**config.mk**
```make
export PLATFORM = sky130hd
export DESIGN_NAME = servo_ramp_pwm
export DESIGN_NICKNAME = d
export VERILOG_FILES = /design/src/rtl/servo_pkg.sv /design/src/rtl/servo_pwm_gen.sv /design/src/rtl/servo_ramp_pwm.sv
export SDC_FILE = /design/constraint.sdc
export NUM_CORES = 1
export LEC_CHECK = 0
export CAP_MARGIN = 5
export CORE_ASPECT_RATIO = 0.9
export CORE_MARGIN = 2
export CORE_UTILIZATION = 61
export CTS_CLUSTER_DIAMETER = 120
export DETAILED_ROUTE_END_ITERATION = 16
export GPL_TIMING_DRIVEN = 1
export HOLD_SLACK_MARGIN = 0.08
export PLACE_DENSITY = 0.87
export SLEW_MARGIN = 20
export SYNTH_ARGS = -nofsm -noshare
export SYNTH_HDL_FRONTEND = slang
export SYNTH_SLANG_ARGS = --single-unit
```
**constraint.sdc**
```tcl
create_clock -name clock -period 5 [get_ports clock]
set_input_delay 1 -clock clock [delete_from_list [all_inputs] [get_ports clock]]
set_output_delay 1 -clock clock [all_outputs]
set_load 0.05 [all_outputs]
```
**src/rtl/servo_pkg.sv**
```systemverilog
// Shared definitions for the servo ramp/PWM drive stage: state encoding,
// datapath widths, default timing constants and small arithmetic helpers.
package servo_pkg;

    localparam int POS_W = 8;
    localparam int CNT_W = 21;

    // Defaults for a 100 MHz system clock and a 50 Hz hobby-servo frame.
    localparam int unsigned DEF_PERIOD     = 2000000;
    localparam int unsigned DEF_MIN_PULSE  = 100000;
    localparam int unsigned DEF_PULSE_STEP = 392;
    localparam int unsigned DEF_HOME       = 128;
    localparam int unsigned DEF_RAMP_STEP  = 1;

    typedef logic [POS_W-1:0] pos_t;
    typedef logic [CNT_W-1:0] cnt_t;

    typedef enum logic {
        IDLE = 1'b0,
        RAMP = 1'b1
    } state_e;

    // Move cur toward tgt by at most step. Lands exactly on tgt when the
    // remaining distance is within one step, so the ramp never overshoots.
    // The 9-bit intermediate keeps cur+step from wrapping past 255.
    function automatic pos_t step_toward(pos_t cur, pos_t tgt, pos_t step);
        logic [POS_W:0] c9;
        logic [POS_W:0] t9;
        logic [POS_W:0] s9;
        logic [POS_W:0] r9;
        c9 = {1'b0, cur};
        t9 = {1'b0, tgt};
        s9 = {1'b0, step};
        if (t9 >= c9) begin
            r9 = ((t9 - c9) <= s9) ? t9 : (c9 + s9);
        end else begin
            r9 = ((c9 - t9) <= s9) ? t9 : (c9 - s9);
        end
        if (r9[POS_W]) begin
            r9 = {1'b0, {POS_W{1'b1}}};
        end
        return r9[POS_W-1:0];
    endfunction

    // Pulse width in clock cycles for a given position.
    function automatic cnt_t pulse_width(pos_t p, cnt_t min_pulse, cnt_t pulse_step);
        return min_pulse + (cnt_t'(p) * pulse_step);
    endfunction

endpackage

```
**src/rtl/servo_pwm_gen.sv**
```systemverilog
// Servo PWM generator: free-running frame counter, per-frame width latch and
// registered compare. The width is only reloaded at the last count of a frame
// so a position change never alters a pulse already in flight.
module servo_pwm_gen
    import servo_pkg::*;
#(
    parameter int unsigned PERIOD     = DEF_PERIOD,
    parameter int unsigned MIN_PULSE  = DEF_MIN_PULSE,
    parameter int unsigned PULSE_STEP = DEF_PULSE_STEP,
    parameter int unsigned HOME       = DEF_HOME
) (
    input  logic             clock,
    input  logic             reset_n,
    input  logic [POS_W-1:0] pos_i,
    output logic             pwm_o
);

    localparam cnt_t LAST_CNT = cnt_t'(PERIOD - 1);
    localparam cnt_t HOME_W   = pulse_width(pos_t'(HOME), cnt_t'(MIN_PULSE), cnt_t'(PULSE_STEP));

    // The widest pulse must end before the frame does, and the frame must fit the counter.
    if ((longint'(MIN_PULSE) + 255 * longint'(PULSE_STEP) >= longint'(PERIOD)) ||
        (longint'(PERIOD) > (longint'(1) << CNT_W))) begin : g_bad_timing
        $error("servo_pwm_gen: maximum pulse width must be below PERIOD, PERIOD must fit the counter");
    end

    cnt_t cnt_q;
    cnt_t cnt_d;
    cnt_t width_q;
    cnt_t width_d;
    logic pwm_q;
    logic pwm_d;

    // Next-state for counter wrap, frame-boundary width reload and compare.
    always_comb begin
        // NOTE: every variable gets a default first so no path can leave one unassigned and infer a latch.
        cnt_d   = cnt_q + cnt_t'(1);
        width_d = width_q;
        pwm_d   = (cnt_q < width_q);
        if (cnt_q == LAST_CNT) begin
            cnt_d   = '0;
            width_d = pulse_width(pos_i, cnt_t'(MIN_PULSE), cnt_t'(PULSE_STEP));
        end
    end

    // Frame state registers; reset parks at the start of a home-width frame with the output low.
    always_ff @(posedge clock) begin
        if (!reset_n) begin
            cnt_q   <= '0;
            width_q <= HOME_W;
            pwm_q   <= 1'b0;
        end else begin
            cnt_q   <= cnt_d;
            width_q <= width_d;
            pwm_q   <= pwm_d;
        end
    end

    assign pwm_o = pwm_q;

endmodule

```
**src/rtl/servo_ramp_pwm.sv**
```systemverilog
// Single-axis servo drive stage: synchronises the divided step clock into a
// one-cycle tick, ramps the commanded position toward a handshaked target
// one step per tick, and drives a hobby-servo PWM from the ramped position.
module servo_ramp_pwm
    import servo_pkg::*;
#(
    parameter int unsigned PERIOD     = DEF_PERIOD,
    parameter int unsigned MIN_PULSE  = DEF_MIN_PULSE,
    parameter int unsigned PULSE_STEP = DEF_PULSE_STEP,
    parameter int unsigned HOME       = DEF_HOME,
    parameter int unsigned RAMP_STEP  = DEF_RAMP_STEP
) (
    input  logic             clock,
    input  logic             reset_n,
    input  logic             step_clk,
    input  logic             target_valid,
    input  logic [POS_W-1:0] target_pos,
    output logic             target_ready,
    output logic [POS_W-1:0] pos,
    output logic             busy,
    output logic             pwm
);

    // A zero step would never reach the target; a step above 255 is meaningless.
    if ((RAMP_STEP == 0) || (RAMP_STEP > 255) || (HOME > 255)) begin : g_bad_ramp
        $error("servo_ramp_pwm: RAMP_STEP must be 1..255 and HOME 0..255");
    end

    localparam pos_t HOME_POS = pos_t'(HOME);
    localparam pos_t STEP_POS = pos_t'(RAMP_STEP);

    logic   sync1_q;
    logic   sync2_q;
    logic   hist_q;
    logic   tick;
    state_e state_q;
    pos_t   pos_q;
    pos_t   target_q;
    pos_t   ramp_pos;
    logic   ready_q;
    logic   busy_q;

    // Two-flop synchronizer plus history flop for rising-edge detection of step_clk.
    always_ff @(posedge clock) begin
        // NOTE: non-blocking assignments make each flop capture its pre-edge input; blocking ones would collapse the chain into a single stage.
        if (!reset_n) begin
            sync1_q <= 1'b0;
            sync2_q <= 1'b0;
            hist_q  <= 1'b0;
        end else begin
            sync1_q <= step_clk;
            sync2_q <= sync1_q;
            hist_q  <= sync2_q;
        end
    end

    assign tick     = sync2_q & ~hist_q;
    assign ramp_pos = step_toward(pos_q, target_q, STEP_POS);

    // Ramp FSM with registered handshake/status outputs. A tick coinciding
    // with an acceptance is ignored because IDLE never moves the position.
    always_ff @(posedge clock) begin
        if (!reset_n) begin
            state_q  <= IDLE;
            pos_q    <= HOME_POS;
            target_q <= HOME_POS;
            ready_q  <= 1'b0;
            busy_q   <= 1'b0;
        end else begin
            case (state_q)
                IDLE: begin
                    ready_q <= 1'b1;
                    busy_q  <= 1'b0;
                    if (target_valid && ready_q) begin
                        target_q <= target_pos;
                        if (target_pos != pos_q) begin
                            state_q <= RAMP;
                            ready_q <= 1'b0;
                            busy_q  <= 1'b1;
                        end
                    end
                end
                RAMP: begin
                    if (tick) begin
                        pos_q <= ramp_pos;
                        if (ramp_pos == target_q) begin
                            state_q <= IDLE;
                            ready_q <= 1'b1;
                            busy_q  <= 1'b0;
                        end
                    end
                end
                default: begin
                    state_q <= IDLE;
                    ready_q <= 1'b0;
                    busy_q  <= 1'b0;
                end
            endcase
        end
    end

    servo_pwm_gen #(
        .PERIOD    (PERIOD),
        .MIN_PULSE (MIN_PULSE),
        .PULSE_STEP(PULSE_STEP),
        .HOME      (HOME)
    ) u_pwm_gen (
        .clock  (clock),
        .reset_n(reset_n),
        .pos_i  (pos_q),
        .pwm_o  (pwm)
    );

    assign target_ready = ready_q;
    assign pos          = pos_q;
    assign busy         = busy_q;

endmodule

```
Yosys cells after proc, flatten, opt, wreduce, memory -nomap -nowiden
Cells that the tools add are included.

Add/subtract/negate cells: 6. Multipliers: 1. Divide/modulo/power cells: 0. Magnitude comparators: 4. Eq/ne operators: 5. Shift-type cells: 0. Mux-type cells: 17. Bitwise gates (word level): 4. Reduce and logical (&&, ||, !) cells: 5.

Operators with widths (number): 9-bit 2-to-1 mux (3); 21-bit by 1-bit adder with 21-bit output, second input constant (1); 21-bit equality test, second input constant (1); 21-bit less-than comparator (1); 17-bit by 17-bit adder with 18-bit output, first input constant (1); 9-bit by 1-bit <= comparator with 1-bit output, second input constant (2); 8-bit by 8-bit subtractor with 9-bit output (2); 8-bit by 6-bit multiplier with 14-bit output, second input constant (1); 1-bit 2-to-1 mux (10); 8-bit by 1-bit adder with 9-bit output, second input constant (1); 8-bit by 1-bit subtractor with 9-bit output, second input constant (1); 8-bit equality test (1); 8-bit greater-or-equal comparator (1); 8-bit 2-to-1 mux (1); 8-bit != test (1); 1-bit one-hot mux with 2 select lines (3); 2-bit AND reduction (3); 1-bit inverter (3); 2-bit by 1-bit != test with 1-bit output, second input constant (1); 2-bit != test, second input constant (1); 2-bit OR reduction (1); 1-bit AND (1); 1-bit logical AND (1).

Register bits after elaboration: 65. Latch bits: 0. RAM bits: 0. ROM bits: 0. Input bits: 12. Output and inout port bits: 11. Word-level logic and storage cells: 53. Memories: 0.

Depth between registers and ports, before layout
Gate-level depths: netlist of run 1.

Depth in word-level cells: 9. Mapped depth: 20. Mapped depth without buffers: 19.

Modules after synthesis
From an unflattened synthesis of run 1, not the netlist that was laid out.

Cell total of the unflattened synthesis: 624. Area total of the unflattened synthesis: 5099.9 um^2.

By module, submodules not included: servo_pwm_gen (instances 1, cells an instance 306, area an instance 2688.8 um^2, seq. area each 740.7 um^2); servo_ramp_pwm (instances 1, cells an instance 318, area an instance 2411.1 um^2, seq. area each 440.4 um^2).

Worst setup path before layout of run 1
OpenSTA, ideal clock, no wires.

Path type: flip-flop to flip-flop. Start: register pos_q[2] (netlist: pos[2]). End: register busy_q (netlist: busy). Setup time: 0.130 ns. Arrival: 4.195 ns. Data required time: 4.870 ns. Slack: 0.675 ns. Cell stages (with the launch flop): 15. Buffers on the path: 2. Period minus slack after synthesis: 4.325 ns. Cells stage by stage: dfxtp_1 clkbuf_1 inv_1 ha_1 buf_6 and3b_4 or4_4 a221oi_2 nand4_1 nand3_2 o22ai_1 a221o_1 or4_1 nor4_2 o21ai_0.

Cells in the longest elaborated chain, start to end: 8. Elaborated cells on any way between the ends: 18. Those cells by class: 4 x add/sub; 3 x order compare; 3 x eq/ne; 7 x mux; 1 x reduce/logical.

RTL lines: from (decl) (line servo_ramp_pwm.sv:37) `pos_t pos_q;`; from (signal assigned) (line servo_ramp_pwm.sv:85) `pos_q <= ramp_pos;`; 8-bit by 8-bit subtractor with 9-bit output (on tied branches) (line servo_pkg.sv:37, servo_pkg.sv:35); 9-bit by 1-bit <= comparator with 1-bit output (on tied branches) (line servo_pkg.sv:37, servo_pkg.sv:35); 9-bit 2-to-1 mux (on tied branches) (line servo_pkg.sv:37, servo_pkg.sv:35); 9-bit 2-to-1 mux (line servo_pkg.sv:34) `if (t9 >= c9) begin`; 8-bit 2-to-1 mux (line servo_pkg.sv:39) `if (r9[POS_W]) begin`; 8-bit equality test (line servo_ramp_pwm.sv:86) `if (ramp_pos == target_q) begin`; 2-bit by 1-bit != test with 1-bit output (no source line); 2-bit AND reduction (no source line); to (signal assigned) (line servo_ramp_pwm.sv:79) `busy_q <= 1'b1;`; to (signal assigned) (line servo_ramp_pwm.sv:89) `busy_q <= 1'b0;`; to (signal assigned) (line servo_ramp_pwm.sv:96) `busy_q <= 1'b0;`; to (decl) (line servo_ramp_pwm.sv:41) `logic busy_q;`.

Parallel ways exist; a longest one is shown, timed or not. A chain may end at the register's enable or synchronous reset.

Final worst setup path of run 1
Start: register pos_q[1] (netlist: pos[1]). End: register state_q.

Cells in the longest elaborated chain, start to end: 9. Elaborated cells on any way between the ends: 18. Those cells by class: 4 x add/sub; 3 x order compare; 2 x eq/ne; 9 x mux.

RTL lines: 8-bit by 8-bit subtractor with 9-bit output (on tied branches) (line servo_pkg.sv:37, servo_pkg.sv:35); 9-bit by 1-bit <= comparator with 1-bit output (on tied branches) (line servo_pkg.sv:37, servo_pkg.sv:35); 9-bit 2-to-1 mux (on tied branches) (line servo_pkg.sv:37, servo_pkg.sv:35); 9-bit 2-to-1 mux (line servo_pkg.sv:34); 8-bit 2-to-1 mux (line servo_pkg.sv:39); 8-bit equality test (line servo_ramp_pwm.sv:86); 1-bit 2-to-1 mux (line servo_ramp_pwm.sv:86); 1-bit 2-to-1 mux (line servo_ramp_pwm.sv:84) `if (tick) begin`; 1-bit one-hot mux with 2 select lines * (line servo_ramp_pwm.sv:70) `case (state_q)`; to (signal assigned) (line servo_ramp_pwm.sv:77) `state_q <= RAMP;`; to (signal assigned) (line servo_ramp_pwm.sv:87) `state_q <= IDLE;`; to (signal assigned) (line servo_ramp_pwm.sv:94) `state_q <= IDLE;`; to (decl) (line servo_ramp_pwm.sv:36) `state_e state_q;`.

Mark *: on every way between the ends. The rest lies on a longest branch, timed or not.

==> metrics, run 1 <==
sequential cell area 1181 um^2; number of fill cells in the layout 662; Die Width 99.23 um; Vias/cell 6.251; clk_skew 0.008736 ns; Core Footprint 7990 um^2; hold_buf cts 0; GRT Overall Usage 31.10%; CP delay by family, top simple AND/OR/NAND/NOR gates; P per Cell Area 248.6 nW/um^2; Max Cap Viol 0; WP data required 5.21 ns; P&R area growth vs syn 11.26%; pin count of the biggest net entering global routing 43; crit path capture type flop; fraction of layout instances using a drive strength above 1 5.477%; critical path class flop to flop; Post-synth EDFFs 0; Sw Share 33.34%; Sw Pwr 459.1 uW; DR pass1 iterations 5; VDD IR max 141.4 uV; die span in y 89.71 um; Gate power share 29.2%; DR iter-0 viols 341; Clock Power Share 35.0%; min cycle time layout 4.437 ns; PortBufs 22; Setup TNS Final 0 ns; Syn. warnings 0; Synth cell types 62; Placer Congestion 1.031; clock root buffer master clkbuf_8; total congestion overflow 0; final wirelength 13,720 um; Hold Path Class flop to flop; CP Max Fanout 16; Post-Syn Area 4979 um^2; synth top area cells dfxtp_1, ha_1, inv_1; crit start category flop; Most Frequent Cell on Critical Path o21ai_0; FMAX 0.2254 GHz; die area 8901 um^2; mean post-synth cell area 8.162 um^2; number of global-route vias before repair 4,518; multi-input logic area 3477 um^2; via count 4,613; synthesized instance count 610; Synth Register Bits 59; critical path arrival 4.65 ns; DRT antenna net count 0; final hold vios 0; I/O pin count 23; top post-synthesis cells by count ha_1, inv_1, dfxtp_1; Worst Path Buf+Inv 1; TritonCTS Buffers 9; Design Area, Final 5539 um^2; initial antenna violation count 0; slowest CP cell dfxtp_1; RSZ-0062 raised after global routing false; reg-to-reg slack, setup 0.56 ns; critical path cell sequence inv_1 > ha_1 > and3b_4 > or4_4 > a221oi_2 > nand4_1 > nand3_2 > o21ai_0 > a221o_1 > or4_1 > nor4_2 > o21ai_0; drt wl/cell 18.59 um; Clock Sinks 59; sequential share of power 35.8%; Synthesized Nets 698; first-pass GRT wire length 22,180 um; largest area contributor in the netlist dfxtp_1; final setup vio count 0; antenna diode count 0; Primary FF master, synth dfxtp_1; CTS clk-pin slew, worst paths 0.07 ns; Post-CTS Resized 0; Int Pwr 917.9 uW; sequential fraction of the synthesis area 23.72%; clk_lat worst skew 0.35 ns; Pleak 0.002556 uW; nets 722; Crit path largest cell delay 0.56 ns; count leader, synth ha_1; Slew Limit Fails 0; Setup Fix Bufs, Post-CTS 0; measured slew at the worst slew-check pin 0.7625 ns; DP Area 5321 um^2; fraction of registers with async set/reset 0%; Slew headroom 49.17%; clock buffer depth 2; TritonCTS clock tree built; H-Tree Depth 3; DP HPWL 10,640 um; Cell Rows 31; status finished clean; top-area cell type share of the netlist area 23.72%; period utilization 88.74%; Pwr Total 1377 uW; drc violations 0; Initial Utilization 62.31%
logic make-up (layout without fill, tap and decap cells):
| family | count (synthesis) | count (layout) | share of synthesized area (%) |
|---|---|---|---|
| fa+ha+maj | 76 | 76 | 19.85 |
| mux | 13 | 13 | 2.614 |
| buf+inv | 83 | 112 | 6.434 |
| simple gates | 181 | 181 | 18.80 |
| xor+xnor | 50 | 50 | 8.796 |
| compound gates | 148 | 148 | 19.78 |
| flops | 59 | 59 | 23.72 |
metal layers:
metal	global-route usage [%]	wire length, um
met3	6.998	1039
met1	41.44	6151
met2	49.10	6136
met4	11.64	390
met5	0	0
state kept, by name (all words and copies together) (netlist names):
| register | cells |
|---|---|
| state_q | 1 |
| u_pwm_gen.cnt_q | 21 |
| busy | 1 |
| hist_q | 1 |
| u_pwm_gen.width_q | 15 |
| target_q | 8 |
| u_pwm_gen.pwm_o | 1 |
| sync1_q | 1 |
| target_ready | 1 |
| sync2_q | 1 |
| pos | 8 |
power groups by stage:
stage	clock, uW	combinational [uW]	sequential (uW)
final	481	402	493
after global routing	508	431	495
after CTS	485	391	493
after detailed placement	0	389	504
after global placement	0	388	502
after floorplan	0	280	511
layout make-up:
cell class / count / share of cell area, %
clock buffers: 10 / 2.304
clock inverters: 6 / 1.626
inverters: 63 / 4.269
multi-input cells: 468 / 62.77
flip-flops and latches: 59 / 21.32
well taps: 99 / 2.236
repair buffers: 33 / 5.466
placed cells by master, fill, tap and decap left out, types with 4 or more instances in the layout:
cell type,count
clkdlybuf4s50_1,22
ha_1,71
o21ai_0,30
and2_1,8
fa_1,5
dfxtp_1,59
nand3_1,18
nor2b_1,12
and3_1,4
mux2i_1,13
o221ai_1,4
o211ai_1,11
nor4b_1,4
nor3b_1,4
o22ai_1,4
a21o_1,14
nand4_1,14
nand2_1,48
o21bai_1,6
nand2b_1,6
inv_1,63
xor2_1,23
a21oi_1,38
xnor2_1,27
nor3_1,4
a31oi_1,5
nor2_1,39
clkbuf_8,9
buf_4,11
worst paths after layout:
| path | startpoint | endpoint | depth (start not counted) |
|---|---|---|---|
| min reg2reg | sync1_q$_SDFF_PN0_ | sync2_q$_SDFF_PN0_ | 1 |
| max | pos[1]$_SDFFE_PN0P_ | state_q$_SDFF_PN0_ | 12 |
| min | sync1_q$_SDFF_PN0_ | sync2_q$_SDFF_PN0_ | 1 |
| max reg2reg | pos[1]$_SDFFE_PN0P_ | state_q$_SDFF_PN0_ | 12 |
stage by stage:
stage                     hold WS [ns]  std cells  worst slack (ns)  util (%)
final                           0.4533        738            0.5630     69.32
after global routing            0.4742        738            0.2901     69.32
after CTS                       0.4586        738            0.6108     69.32
after detailed placement        0.4428        722            0.6042     66.60
after global placement          0.4212        722            0.8209     66.60
after floorplan                 0.4119        610            0.6751         -
Power figures use the tool's default switching activity.
==> run 2, diff against run 1 <==
--- a/config.mk
+++ b/config.mk
@@ -11,6 +11,7 @@
 export CORE_UTILIZATION = 61
 export CTS_CLUSTER_DIAMETER = 120
 export DETAILED_ROUTE_END_ITERATION = 16
+export GPL_ROUTABILITY_DRIVEN = 0
 export GPL_TIMING_DRIVEN = 1
 export HOLD_SLACK_MARGIN = 0.08
 export PLACE_DENSITY = 0.87
==> run 2 against run 1 <==
  * Final area down 0.97%
  * Sequential power about the same
  * Critical path depth down 1
  * Count of clock-buffer cells in the layout unchanged
  * Clock power down 19%
  * Worst hold slack worse by 0.014 ns
  * Clock skew up 0.0038 ns
  * Sequential share of layout area up 0.21 points
  * Global-route usage down 1.4 points
  * First-iteration DRC count up 33%
  * Register-to-register slack worse by 0.12 ns
  * Largest power group unchanged
  * Highest routed layer unchanged
==> metrics, run 2 (synthesized netlist as in run 1, its figures left out) <==
Levels on crit path 11; Sw Pwr 451.8 uW; clk_lat worst skew 0.34 ns; Gate power share 30.7%; number of fill cells in the layout 616; Setup Fix Bufs, Post-CTS 0; multi-input logic area 3477 um^2; number of global-route vias before repair 4,577; clk_skew 0.01257 ns; Crit path largest cell delay 0.77 ns; period utilization 91.08%; pin count of the biggest net entering global routing 43; H-Tree Depth 3; Hold Path Cell Cnt 1; CP Max Fanout 16; Clock Power Share 30.6%; most common cell after layout, fill and taps aside ha_1; clock root buffer master clkbuf_8; final setup vio count 0; post-layout util 68.65%; P&R area growth vs syn 10.18%; I/O pin count 23; Slew headroom 35.73%; drc violations 0; CP delay by family, top compound AO/OA/AOI/OAI gates; Int Pwr 825.1 uW; measured slew at the worst slew-check pin 0.9576 ns; TritonCTS clock tree built; fraction of layout instances using a drive strength above 1 5.338%; hold_buf cts 0; WP data required 5.22 ns; commonest non-fill, non-tap cells in the layout ha_1, inv_1, dfxtp_1, nand2_1, nor2_1; crit path from pos[3]$_SDFFE_PN0P_; slowest CP cell o21ai_1; first-pass GRT wire length 21,710 um; P per Cell Area 232.8 nW/um^2; drt wl/cell 17.51 um; sequential share of power 38.6%; CTS clk-pin slew, worst paths 0.07 ns; TritonCTS Buffers 9; GRT Overall Usage 29.70%; DP HPWL 9494 um; reg2reg path depth 11; DRT antenna net count 0; Post-CTS Resized 0; Setup TNS Final 0 ns; initial antenna violation count 0; die area 8901 um^2; crit path capture type flop; RSZ-0062 raised after global routing false; Initial Utilization 62.31%; DR iter-0 viols 455; total congestion overflow 0; FMAX 0.2196 GHz; reg2reg start pos[3]$_SDFFE_PN0P_; Hold Startpoint sync1_q$_SDFF_PN0_; Worst Path Buf+Inv 1; nets 720; PortBufs 22; Max Cap Viol 0; die span in y 89.71 um; critical path cell sequence inv_1 > ha_1 > a2111oi_0 > a32o_1 > o2111ai_1 > o21ai_1 > o21ai_0 > a221o_1 > or4_1 > nor4_2 > o21ai_0; top flop regs u_pwm_gen.cnt_q x21, u_pwm_gen.width_q x15; Pleak 0.002524 uW; Slew Limit Fails 0; Hold Path Class flop to flop; Vias/cell 6.370; antenna diode count 0; Biggest register u_pwm_gen.cnt_q; final hold vios 0; Cell Rows 31; status finished clean; DR pass1 iterations 5; Core Footprint 7990 um^2; final wirelength 12,890 um; Most Frequent Cell on Critical Path o21ai_0; max FFs per register 21; crit start category flop; Sw Share 35.38%; Die Width 99.23 um; Clock Sinks 59; sequential cell area 1181 um^2; via count 4,688; clock buffer depth 2; critical path class flop to flop; critical path arrival 4.77 ns; min cycle time layout 4.554 ns; VDD IR max 163.7 uV
run 2: cell types whose count changed in the layout (fill, tap and decap cells not counted):
| cell | delta |
|---|---|
| clkbuf_1 | -1 |
| bufinv_16 | -2 |
| clkinvlp_4 | +2 |
| clkbuf_8 | +1 |
| clkinv_4 | -1 |
| clkinv_2 | +1 |
| buf_4 | -2 |
run 2: layer usage:
metal  GRT usage (%)  wire length (um)  up-vias
met5               0                 0        -
met4           12.21               455        0
met3           7.232              1164       61
met2           46.96              5963      243
met1           38.71              5306     2192
li1                -                 -     2192
run 2: worst reg2reg max path, stage by stage (launching register included):
cell	delay (ns)
dfxtp_1	0.57
inv_1	0.22
ha_1	0.49
a2111oi_0	0.42
a32o_1	0.19
o2111ai_1	0.12
o21ai_1	0.77
o21ai_0	0.27
a221o_1	0.33
or4_1	0.55
nor4_2	0.36
o21ai_0	0.13
run 2: final cells by class:
type	instances	share of cell area [%]
multi-input cells	468	63.39
flip-flops and latches	59	21.53
repair buffers	31	5.246
inverters	63	4.311
clock buffers	10	2.509
well taps	99	2.258
clock inverters	6	0.7527
run 2: power by group through the flow:
stage                     sequential, uW  combinational, uW  clock [uW]
after floorplan                      511                280           0
after global placement               503                367           0
after detailed placement             503                376           0
after CTS                            493                379         392
after global routing                 494                424         417
final                                493                392         391
run 2: final timing paths:
check,to,slack [ns]
min,sync2_q$_SDFF_PN0_,0.44
max reg2reg,busy$_SDFFE_PN0P_,0.45
max,busy$_SDFFE_PN0P_,0.45
min reg2reg,sync2_q$_SDFF_PN0_,0.44
run 2: through the flow:
stage | cell area (um^2) | hold slack (ns) | total power [uW] | cells | setup slack [ns]
after floorplan | 4979 | 0.4119 | 791.4 | 610 | 0.6751
after global placement | 5306 | 0.4170 | 869.9 | 720 | 0.6817
after detailed placement | 5306 | 0.4299 | 879.8 | 720 | 0.5212
after CTS | 5485 | 0.4460 | 1264 | 736 | 0.5021
after global routing | 5485 | 0.4560 | 1335 | 736 | 0.1529
final | 5485 | 0.4398 | 1277 | 736 | 0.4458
